$ cat src/rtl/vga_timing_pkg.sv
`default_nettype none
// ============================================================================
//  Module      : vga_timing_pkg
//  Description : Shared 640x480@60 Hz timing constants and raster phase type
//                for the VGA timing generator and the downstream renderer.
//  Revision    : 1.0 - initial release
// ============================================================================
package vga_timing_pkg;

    localparam int unsigned c_POS_W     = 10;

    localparam int unsigned c_H_VISIBLE = 640;
    localparam int unsigned c_H_FRONT   = 16;
    localparam int unsigned c_H_SYNC    = 96;
    localparam int unsigned c_H_BACK    = 48;
    localparam int unsigned c_H_TOTAL   = c_H_VISIBLE + c_H_FRONT + c_H_SYNC + c_H_BACK;

    localparam int unsigned c_V_VISIBLE = 480;
    localparam int unsigned c_V_FRONT   = 10;
    localparam int unsigned c_V_SYNC    = 2;
    localparam int unsigned c_V_BACK    = 33;
    localparam int unsigned c_V_TOTAL   = c_V_VISIBLE + c_V_FRONT + c_V_SYNC + c_V_BACK;

    // Raster region along one axis
    typedef enum logic [1:0] {
        PH_ACTIVE = 2'd0,
        PH_FRONT  = 2'd1,
        PH_SYNC   = 2'd2,
        PH_BACK   = 2'd3
    } phase_e;

endpackage
`default_nettype wire

$ cat src/rtl/vga_axis_timer.sv
`default_nettype none
// ============================================================================
//  Module      : vga_axis_timer
//  Description : One raster axis: position counter, region FSM, look-ahead
//                sync decode (from next position) and wrap strobe.
//  Revision    : 1.0 - initial release
// ============================================================================
module vga_axis_timer
    import vga_timing_pkg::*;
#(
    parameter int unsigned VISIBLE = c_H_VISIBLE,
    parameter int unsigned FRONT   = c_H_FRONT,
    parameter int unsigned SYNC    = c_H_SYNC,
    parameter int unsigned BACK    = c_H_BACK
) (
    input  logic               clk,
    input  logic               rst_n,
    input  logic               advance_i,
    output logic [c_POS_W-1:0] pos_o,
    output phase_e             phase_o,
    output logic               sync_next_o,
    output logic               wrap_o
);

    localparam int unsigned c_TOTAL = VISIBLE + FRONT + SYNC + BACK;

    localparam logic [c_POS_W-1:0] c_LAST_ACTIVE = c_POS_W'(VISIBLE - 1);
    localparam logic [c_POS_W-1:0] c_LAST_FRONT  = c_POS_W'(VISIBLE + FRONT - 1);
    localparam logic [c_POS_W-1:0] c_SYNC_START  = c_POS_W'(VISIBLE + FRONT);
    localparam logic [c_POS_W-1:0] c_LAST_SYNC   = c_POS_W'(VISIBLE + FRONT + SYNC - 1);
    localparam logic [c_POS_W-1:0] c_LAST        = c_POS_W'(c_TOTAL - 1);

    // Every region must exist and the total must fit the 10-bit counter
    generate
        if (VISIBLE < 1 || FRONT < 1 || SYNC < 1 || BACK < 1 || c_TOTAL >= 1024) begin : g_param_error
            $error("vga_axis_timer: invalid timing parameters");
        end
    endgenerate

    logic [c_POS_W-1:0] pos_q;
    logic [c_POS_W-1:0] pos_d;
    phase_e             phase_q;

    // Next position and look-ahead sync decode so the registered sync lines up with pos
    always_comb begin
        wrap_o = advance_i && (pos_q == c_LAST);
        pos_d  = pos_q;
        if (advance_i) begin
            pos_d = wrap_o ? '0 : pos_q + 1'b1;
        end
        sync_next_o = (pos_d >= c_SYNC_START) && (pos_d <= c_LAST_SYNC);
    end

    // Position register
    always_ff @(posedge clk or negedge rst_n) begin
        if (!rst_n) begin
            pos_q <= '0;
        end else begin
            pos_q <= pos_d;
        end
    end

    // Region FSM, stepping at the last position of each region
    always_ff @(posedge clk or negedge rst_n) begin
        if (!rst_n) begin
            phase_q <= PH_ACTIVE;
        end else if (advance_i) begin
            case (phase_q)
                PH_ACTIVE: if (pos_q == c_LAST_ACTIVE) phase_q <= PH_FRONT;
                PH_FRONT:  if (pos_q == c_LAST_FRONT)  phase_q <= PH_SYNC;
                PH_SYNC:   if (pos_q == c_LAST_SYNC)   phase_q <= PH_BACK;
                PH_BACK:   if (pos_q == c_LAST)        phase_q <= PH_ACTIVE;
                default:                               phase_q <= PH_ACTIVE;
            endcase
        end
    end

    assign pos_o   = pos_q;
    assign phase_o = phase_q;

endmodule
`default_nettype wire

$ cat src/rtl/vga_timing_gen.sv
`default_nettype none
// ============================================================================
//  Module      : vga_timing_gen
//  Description : VGA raster timing (default 640x480@60) with registered
//                syncs, frame counter and clk-domain frame/line strobes.
//  Revision    : 1.0 - initial release
// ============================================================================
module vga_timing_gen
    import vga_timing_pkg::*;
#(
    parameter int unsigned H_VISIBLE       = c_H_VISIBLE,
    parameter int unsigned H_FRONT         = c_H_FRONT,
    parameter int unsigned H_SYNC          = c_H_SYNC,
    parameter int unsigned H_BACK          = c_H_BACK,
    parameter int unsigned V_VISIBLE       = c_V_VISIBLE,
    parameter int unsigned V_FRONT         = c_V_FRONT,
    parameter int unsigned V_SYNC          = c_V_SYNC,
    parameter int unsigned V_BACK          = c_V_BACK,
    parameter bit          SYNC_ACTIVE_LOW = 1'b1
) (
    input  logic               clk,
    input  logic               rst_n,
    output logic               hsync,
    output logic               vsync,
    output logic               video_active,
    output logic [c_POS_W-1:0] pix_x,
    output logic [c_POS_W-1:0] pix_y,
    output logic [c_POS_W-1:0] counter,
    output logic               frame_tick,
    output logic               line_tick
);

    // Level of an idle sync line; XOR with the active-high request gives the pin level
    localparam logic c_SYNC_OFF = SYNC_ACTIVE_LOW;

    logic   h_sync_next;
    logic   h_wrap;
    phase_e h_phase;
    logic   v_sync_next;
    logic   v_wrap;
    phase_e v_phase;

    vga_axis_timer #(
        .VISIBLE (H_VISIBLE),
        .FRONT   (H_FRONT),
        .SYNC    (H_SYNC),
        .BACK    (H_BACK)
    ) u_h_axis (
        .clk         (clk),
        .rst_n       (rst_n),
        .advance_i   (1'b1),
        .pos_o       (pix_x),
        .phase_o     (h_phase),
        .sync_next_o (h_sync_next),
        .wrap_o      (h_wrap)
    );

    vga_axis_timer #(
        .VISIBLE (V_VISIBLE),
        .FRONT   (V_FRONT),
        .SYNC    (V_SYNC),
        .BACK    (V_BACK)
    ) u_v_axis (
        .clk         (clk),
        .rst_n       (rst_n),
        .advance_i   (h_wrap),
        .pos_o       (pix_y),
        .phase_o     (v_phase),
        .sync_next_o (v_sync_next),
        .wrap_o      (v_wrap)
    );

    logic               hsync_q;
    logic               vsync_q;
    logic               vsync_on_q;
    logic               frame_tick_q;
    logic [c_POS_W-1:0] counter_q;

    // Registered syncs, frame strobe on the first vsync clock, frame counter
    always_ff @(posedge clk or negedge rst_n) begin
        if (!rst_n) begin
            hsync_q      <= c_SYNC_OFF;
            vsync_q      <= c_SYNC_OFF;
            vsync_on_q   <= 1'b0;
            frame_tick_q <= 1'b0;
            counter_q    <= '0;
        end else begin
            hsync_q      <= h_sync_next ^ c_SYNC_OFF;
            vsync_q      <= v_sync_next ^ c_SYNC_OFF;
            vsync_on_q   <= v_sync_next;
            frame_tick_q <= v_sync_next && !vsync_on_q;
            if (h_wrap && v_wrap) begin
                counter_q <= counter_q + 1'b1;
            end
        end
    end

    assign hsync        = hsync_q;
    assign vsync        = vsync_q;
    assign frame_tick   = frame_tick_q;
    assign counter      = counter_q;
    assign video_active = (h_phase == PH_ACTIVE) && (v_phase == PH_ACTIVE);
    assign line_tick    = (pix_x == '0);

endmodule
`default_nettype wire

$ cat config.mk
export PLATFORM = sky130hd
export DESIGN_NAME = vga_timing_gen
export DESIGN_NICKNAME = d
export VERILOG_FILES = /design/src/rtl/vga_timing_pkg.sv /design/src/rtl/vga_axis_timer.sv /design/src/rtl/vga_timing_gen.sv
export SDC_FILE = /design/constraint.sdc
export NUM_CORES = 1
export LEC_CHECK = 0
export ABC_AREA = 1
export CORE_MARGIN = 5
export CORE_UTILIZATION = 40
export CTS_CLUSTER_DIAMETER = 40
export CTS_CLUSTER_SIZE = 10
export DETAILED_ROUTE_END_ITERATION = 16
export SETUP_SLACK_MARGIN = 0.15
export SYNTH_ARGS = -nofsm -noshare
export SYNTH_HDL_FRONTEND = slang
export SYNTH_SLANG_ARGS = --single-unit
$ cat constraint.sdc
create_clock -name clk -period 4.15 [get_ports clk]
set_clock_uncertainty 0.15 [all_clocks]
set_input_delay 0.83 -clock clk [delete_from_list [all_inputs] [get_ports clk]]
set_output_delay 0.83 -clock clk [all_outputs]
set_load 0.01 [all_outputs]
# [After elaboration in Yosys (flattened, before gate mapping)]
# Index checks and enable logic that the tools add are counted.
[totals] reg_bits=38 in_bits=2 output_inout_bits=35 word_cells=65
[op_classes] add_sub_neg=3 order_cmp=4 n_eq_ne=22 muxes=13 bitwise=2 n_reduce_logical=12
[ops] op="$eq A10 B10 Y1 const B" count=5
[ops] op="$add A10 B1 Y10 const B" count=3
[ops] op="$eq A10 B9 Y1 const B" count=3
[ops] op="$mux W10" count=3
[ops] op="$mux W2" count=8
[ops] op="$pmux W2 S4" count=2
[ops] op="$ne A2 B1 Y1 const B" count=7
[ops] op="$ge A10 B10 Y1 const B" count=1
[ops] op="$ge A10 B9 Y1 const B" count=1
[ops] op="$le A10 B10 Y1 const B" count=1
[ops] op="$le A10 B9 Y1 const B" count=1
[ops] op="$logic_not A10 Y1" count=1
[ops] op="$eq A2 B2 Y1 const B" count=4
[ops] op="$logic_and A1 B1 Y1" count=6
[ops] op="$reduce_and A5 Y1" count=1
[ops] op="$eq A2 B1 Y1 const B" count=2
[ops] op="$logic_not A2 Y1" count=2
[ops] op="$reduce_and A4 Y1" count=1
[ops] op="$ne A2 B2 Y1 const B" count=1
[ops] op="$not A1 Y1" count=2
[ops] op="$logic_not A1 Y1" count=1

# [Logic depth before layout (Yosys ltp)]
# Gate-level depths: netlist (run 1).
[logic_depth] ltp_word=7 depth_mapped=13 mapped_depth_nobuf=12

# [Hierarchy]
# Synthesis (run 1) repeated with hierarchy kept, for this count alone.
[unflattened] cells_unflattened=335 area_unflattened_um2=2543.7
[by_module_without_submodules] mod="vga_axis_timer (u_v_axis)" n_inst=1 cells_each=135 area_each_um2=975.9 seq_area_each_um2=300.3
[by_module_without_submodules] mod="vga_axis_timer (u_h_axis)" n_inst=1 cells_each=128 area_each_um2=923.4 seq_area_each_um2=300.3
[by_module_without_submodules] mod="vga_timing_gen" n_inst=1 cells_each=72 area_each_um2=644.4 seq_area_each_um2=352.8

# [Worst setup path before layout (run 1)]
# No wires, ideal clock.
[synth_path] path_type="register -> output" from="register u_h_axis.pos_q[0], in the netlist u_h_axis.pos_o[0]" to="output port line_tick" arrival_ns=1.025 required_ns=3.170 path_slack_ns=2.145 path_stages_with_launch=5 path_buffers=0 cell_sequence="dfrtp_1 -> inv_1 -> ha_1 -> nand2_1 -> nor3_1"
[synth_between] elab_chain_len=1
[synth_lines] element="start, declared" line_no="vga_axis_timer.sv:40" text="logic [c_POS_W-1:0] pos_q;"
[synth_lines] element="start signal, assigned" line_no="vga_axis_timer.sv:59" text="pos_q <= pos_d;"
[synth_lines] element="$logic_not A10 Y1" line_no="vga_timing_gen.sv:103" text="assign line_tick = (pix_x == '0);"
[synth_lines] element="end, declared" line_no="vga_timing_gen.sv:30" text="output logic line_tick"
# No other way between the ends.

# [Final worst setup path (run 1)]
[layout_path] from="register u_h_axis.pos_q[6], in the netlist u_h_axis.pos_o[6]" to="output port line_tick"
# The elaborated chain is that of the path after synthesis.

==> impl_metrics.tcl, run 1 <==
set metrics [dict create \
    outcome "finished, final reports clean" \
    wire_per_inst_um 12.91 \
    area_growth_pct 22.31 \
    yosys_warnings 0 \
    p_leak_uw 0.001482 \
    synth_flop_cell "dfrtp_1" \
    pin_count 37 \
    layout_common_cells "nand2_1, inv_1, dfrtp_1" \
    tightest_slew_ns 0.8651 \
    chipHeight_um 87.74 \
    final_common_cell "nand2_1" \
    postSynthAreaPerCell_sq_um 8.004 \
    seqCellArea_sq_um 953.4 \
    syn_nets 318 \
    drive_gt1_share_pct 11.01 \
    grt_pass1_vias 2001 \
    ctsResizeCount 0 \
    hpwl_mm 4.096 \
    syn_inst 302 \
    die_area_sq_mm 0.007698 \
    cts.sinks 38 \
    drt-total-wl_mm 5.421 \
    insertion_delay_ns 0.29 \
    avgViaCountPerCell 4.914 \
    powerDensity_mw_per_mm2 219.7 \
    firstDrtPassIters 4 \
    setup_violations 0 \
    initialDrtViolationCount 104 \
    min_path_type "register to register" \
    max_freq_mhz 360.2 \
    synth-async-reset-ratio_pct 100.0 \
    finalSetupTns_ns 0 \
    start_kind "register" \
    die_x_um 87.74 \
    gp_congestion 0.8133 \
    rsz0062_at_grt "false" \
    vias 2064 \
    cts_tree "yes" \
    numCtsBuffers 5 \
    syn_area_sq_mm 0.002417 \
    cts_htree_levels 2 \
    slew_headroom_pct 42.32 \
    antenna_cells 0 \
    rows 28 \
    grt_pass1_wl_mm 9.308 \
    synth_top_cell_area_share_pct 37.27 \
    cp_max_fo 8 \
    route.detailed.drc 0 \
    cp_data_arrival_time_ns 1.80 \
    hold_viol 0 \
    drv_cap 0 \
    grt_max_degree 39 \
    slew_violations 0 \
    ant_nets 0 \
    start_util_pct 41.07 \
    fp.coreArea_sq_mm 0.005886 \
    fin_nets 360 \
    portBuffers 36 \
    synth_top_cell_by_area "dfrtp_1" \
    required_ns 3.17 \
    layout_min_cycle_time_ns 2.776 \
    design_area_sq_mm 0.002957 \
    cts.clk_slew.worst_paths_ns 0.08 \
    cts_setup_buffers 0 \
    critPathKind "register to output port" \
    fillerInstances 575 \
    antenna_found_initial 0 \
    ir_drop_v 0.0001744 \
    yosysUniqueCellTypes 33 \
    synth_edf_count 0 \
    track_usage_pct 15.33 \
    clock_path_buffers 2 \
    synth-seq-cells 38 \
    multiInputGateArea_sq_mm 0.001286 \
    postPlaceCellArea_sq_mm 0.002861 \
    ys_seq_area_share_pct 39.44 \
    clock-root-buffer "clkbuf_8" \
    period_share_pct 66.89 \
    netlist_top_cells_area "dfrtp_1, nand2_1, ha_1" \
    overflow 0 \
    postCtsHoldBufs 0 \
    end_kind "output port" \
]
report_power, final:
part           internal, uW  total (uW)  switching, uW  leakage (uW)
Sequential              370         370              0      0.000510
Combinational         0.340        7.42           7.08      0.000925
Clock                   134         272            138     0.0000472
Total                   504         650            146       0.00148
critical path, cell delays in order, from the launching register on:
cell	delay (ns)
dfrtp_1	0.49
nor2_4	0.20
nand3_1	0.11
nor3_1	0.15
clkdlybuf4s50_1	0.56
metal layers:
metal	part of all wire (%)	wire length (um)	global-route usage, %	vias to the layer above
met2	45	2443	24.04	54
met1	48	2623	20.83	957
li1	-	-	-	1046
met4	1.7	93	5.718	0
met3	4.8	261	3.198	7
met5	0	0	0	-
layout make-up:
cell class	instances	share of cell area (%)
inverters	46	5.840
well taps	75	3.174
repair buffers	36	12.02
clock inverters	2	0.4232
multi-input cells	217	43.50
flip-flops and latches	38	32.25
clock buffers	6	2.793
per-stage QoR:
step                cells  total power [uW]  hold slack (ns)  utilization, %  setup slack, ns
finish                420             649.6           0.2597           50.23            1.374
global route          420             676.8           0.2865           50.23            1.273
CTS                   420             659.7           0.2649           50.23            1.371
detailed placement    412             385.5           0.2508           48.62            1.701
global placement      412             385.5           0.2504           48.62            1.700
floorplan             302             377.4           0.2432               -            2.145
sequential cells by signal, summed over array words and instances, names as in the netlist:
| register | count |
|---|---|
| u_v_axis.phase_o | 2 |
| vsync | 1 |
| vsync_on_q | 1 |
| frame_tick | 1 |
| u_h_axis.pos_o | 10 |
| hsync | 1 |
| counter | 10 |
| u_h_axis.phase_o | 2 |
| u_v_axis.pos_o | 10 |
cell usage after synthesis, types with 5 or more instances:
cell	instances
dfrtp_1	36
ha_1	14
inv_1	44
nand2_1	70
nand3_1	33
nand4_1	7
nor2_1	30
nor2_2	5
nor3_1	9
o21ai_0	5
xor2_1	7
kinds of logic (layout without fill, tap and decap cells):
kind of cell / after synthesis / after routing / share of synthesized area (%)
AO/OA/AOI/OAI: 16 / 16 / 4.400
XOR/XNOR: 11 / 11 / 3.985
adder cells (fa/ha/maj): 14 / 14 / 7.246
buffers and inverters: 47 / 90 / 7.350
flip-flops: 38 / 38 / 39.44
multiplexers: 1 / 1 / 0.4658
AND/OR/NAND/NOR: 175 / 175 / 37.11
worst paths after layout:
path / start / end / slack, ns / depth (start not counted)
setup / recovery: u_h_axis.pos_o[6] / line_tick / 1.37 / 4
hold / removal: vsync_on_q / frame_tick / 0.26 / 1
setup reg to reg: u_h_axis.pos_o[0] / vsync_on_q / 1.96 / 10
hold reg to reg: vsync_on_q / frame_tick / 0.26 / 1
max in group asynchronous: rst_n / counter[2] / 2.82 / 1
min in group asynchronous: rst_n / u_h_axis.pos_o[2] / 0.50 / 1
(Power assumes the default switching activity.)
==> run 2, diff against run 1 <==
Clock period 4.15 ns to 2.25 ns, I/O delays scaled along.
==> impl_metrics.tcl, run 2 (same netlist as run 1, synthesis figures left out) <==
set metrics [dict create \
    area_growth_pct 31.94 \
    ir_drop_v 0.0005221 \
    clock_path_buffers 2 \
    antenna_found_initial 0 \
    layout_common_cells "nand2_1, inv_1, dfrtp_1" \
    slew_headroom_pct 71.72 \
    die_area_sq_mm 0.007698 \
    cp_cell_sequence "buf_4 > clkdlybuf4s50_1" \
    max_freq_mhz 498.8 \
    start_kind "register" \
    rsz0062_at_grt "true" \
    grt_max_degree 21 \
    vias 2125 \
    setup_violations 0 \
    fp.coreArea_sq_mm 0.005886 \
    outcome "finished, final reports clean" \
    die_x_um 87.74 \
    max_stage_delay_ns 0.53 \
    antenna_cells 0 \
    initialDrtViolationCount 121 \
    slew_violations 0 \
    rrSetupSlack_ns 0.29 \
    period_share_pct 89.10 \
    place_inst 419 \
    hold_depth 1 \
    gp_congestion 0.8305 \
    route.met3.wl_um 249 \
    required_ns 1.65 \
    sw_frac_of_total_pct 18.30 \
    cts.clk_slew.worst_paths_ns 0.08 \
    drt-total-wl_mm 5.732 \
    firstDrtPassIters 4 \
    pwr-share-comb_pct 1.3 \
    tightest_slew_ns 0.4241 \
    start_util_pct 41.07 \
    cp_data_arrival_time_ns 1.40 \
    insertion_delay_ns 0.30 \
    p_leak_uw 0.001583 \
    met2_length_mm 2.765 \
    power_frac_seq_pct 48.0 \
    drive_gt1_share_pct 18.89 \
    wl_met1_mm 2.678 \
    numCtsBuffers 5 \
    end_kind "output port" \
    hpwl_mm 4.350 \
    min_path_type "register to register" \
    track_usage_pct 16.08 \
    powerDensity_mw_per_mm2 445.5 \
    route.detailed.drc 0 \
    clockPowerShare_pct 50.6 \
    hold_viol 0 \
    portBuffers 36 \
    cts_tree "yes" \
    grt_pass1_vias 2039 \
    finalSetupTns_ns 0 \
    fin_nets 375 \
    cts_htree_levels 2 \
    layout_min_cycle_time_ns 2.005 \
    grt_pass1_wl_mm 9.611 \
    rr_worst_depth 8 \
    top_layer "met4" \
    avgViaCountPerCell 4.885 \
    postPlaceCellArea_sq_mm 0.002927 \
    design_area_sq_mm 0.003189 \
    power.internal_uw 1161 \
    cts.sinks 38 \
    pin_count 37 \
    chipHeight_um 87.74 \
    final_common_cell "nand2_1" \
    hold_ws_ns 0.2618 \
    drv_cap 0 \
    power_switching_uw 260.0 \
    cpMaxStageDelayCell "clkdlybuf4s50_1" \
    stdcell_count 435 \
    ant_nets 0 \
    cp_max_fo 4 \
    rows 28 \
    clock-root-buffer "clkbuf_8" \
    critPathKind "register to output port" \
    wire_per_inst_um 13.18 \
    overflow 0 \
]
## run 2: cell type report
| class | instances | area (sq um) |
|---|---|---|
| clock buffer | 6 | 82.58 |
| clock inverter | 2 | 60.06 |
| fill | 566 | 2696 |
| inverter | 46 | 172.7 |
| multi-input combinational | 218 | 1355 |
| sequential | 38 | 955.9 |
| tap | 75 | 93.84 |
| timing repair buffer | 50 | 469.2 |
## run 2: what timing repair did
item / in CTS / in global routing
setup buffers: 4 / 2
resized for setup: 11 / 11
gates cloned: 0 / 1
endpoints found under the setup margin: 2 / 8
hold endpoints to repair: 16 / 0
pin swaps: 2 / 3
hold buffers: 1 / 0
## run 2: power groups by stage
stage                     Sequential [uW]  Clock (uW)  Combinational [uW]
final                                 683         719                18.8
after global routing                  682         775                22.6
after CTS                             683         735                20.2
after detailed placement              696           0                18.7
after global placement                696           0                18.9
after floorplan                       696           0            0.000802
## run 2: routing by layer
metal  track usage, %  vias up
li1                 -     1085
met1            21.23     1001
met2            25.89       35
met3            4.610        4
met4            4.184        0
met5                0        -
## run 2: per-stage QoR
stage               utilization, %  total power, uW  worst slack [ns]
floorplan                        -            696.1            0.3124
global placement             49.72            714.8            0.2161
detailed placement           49.72            714.6            0.1953
CTS                          53.23             1437            0.1732
global route                 54.19             1480            0.1346
finish                       54.19             1421            0.2453
## run 2: worst max-delay path, delay by kind of cell (launching register included)
kind | cells | cell delay, ns
DFF | 1 | 0.42
buffers and inverters | 2 | 0.69
## run 2: worst paths after layout
kind	start	to
max in group asynchronous	rst_n	u_h_axis.pos_o[0]
max reg2reg	u_h_axis.pos_o[1]	u_h_axis.phase_o[1]
min	vsync_on_q	frame_tick
min reg2reg	vsync_on_q	frame_tick
max	u_v_axis.pos_o[0]	pix_y[0]
min in group asynchronous	rst_n	counter[0]
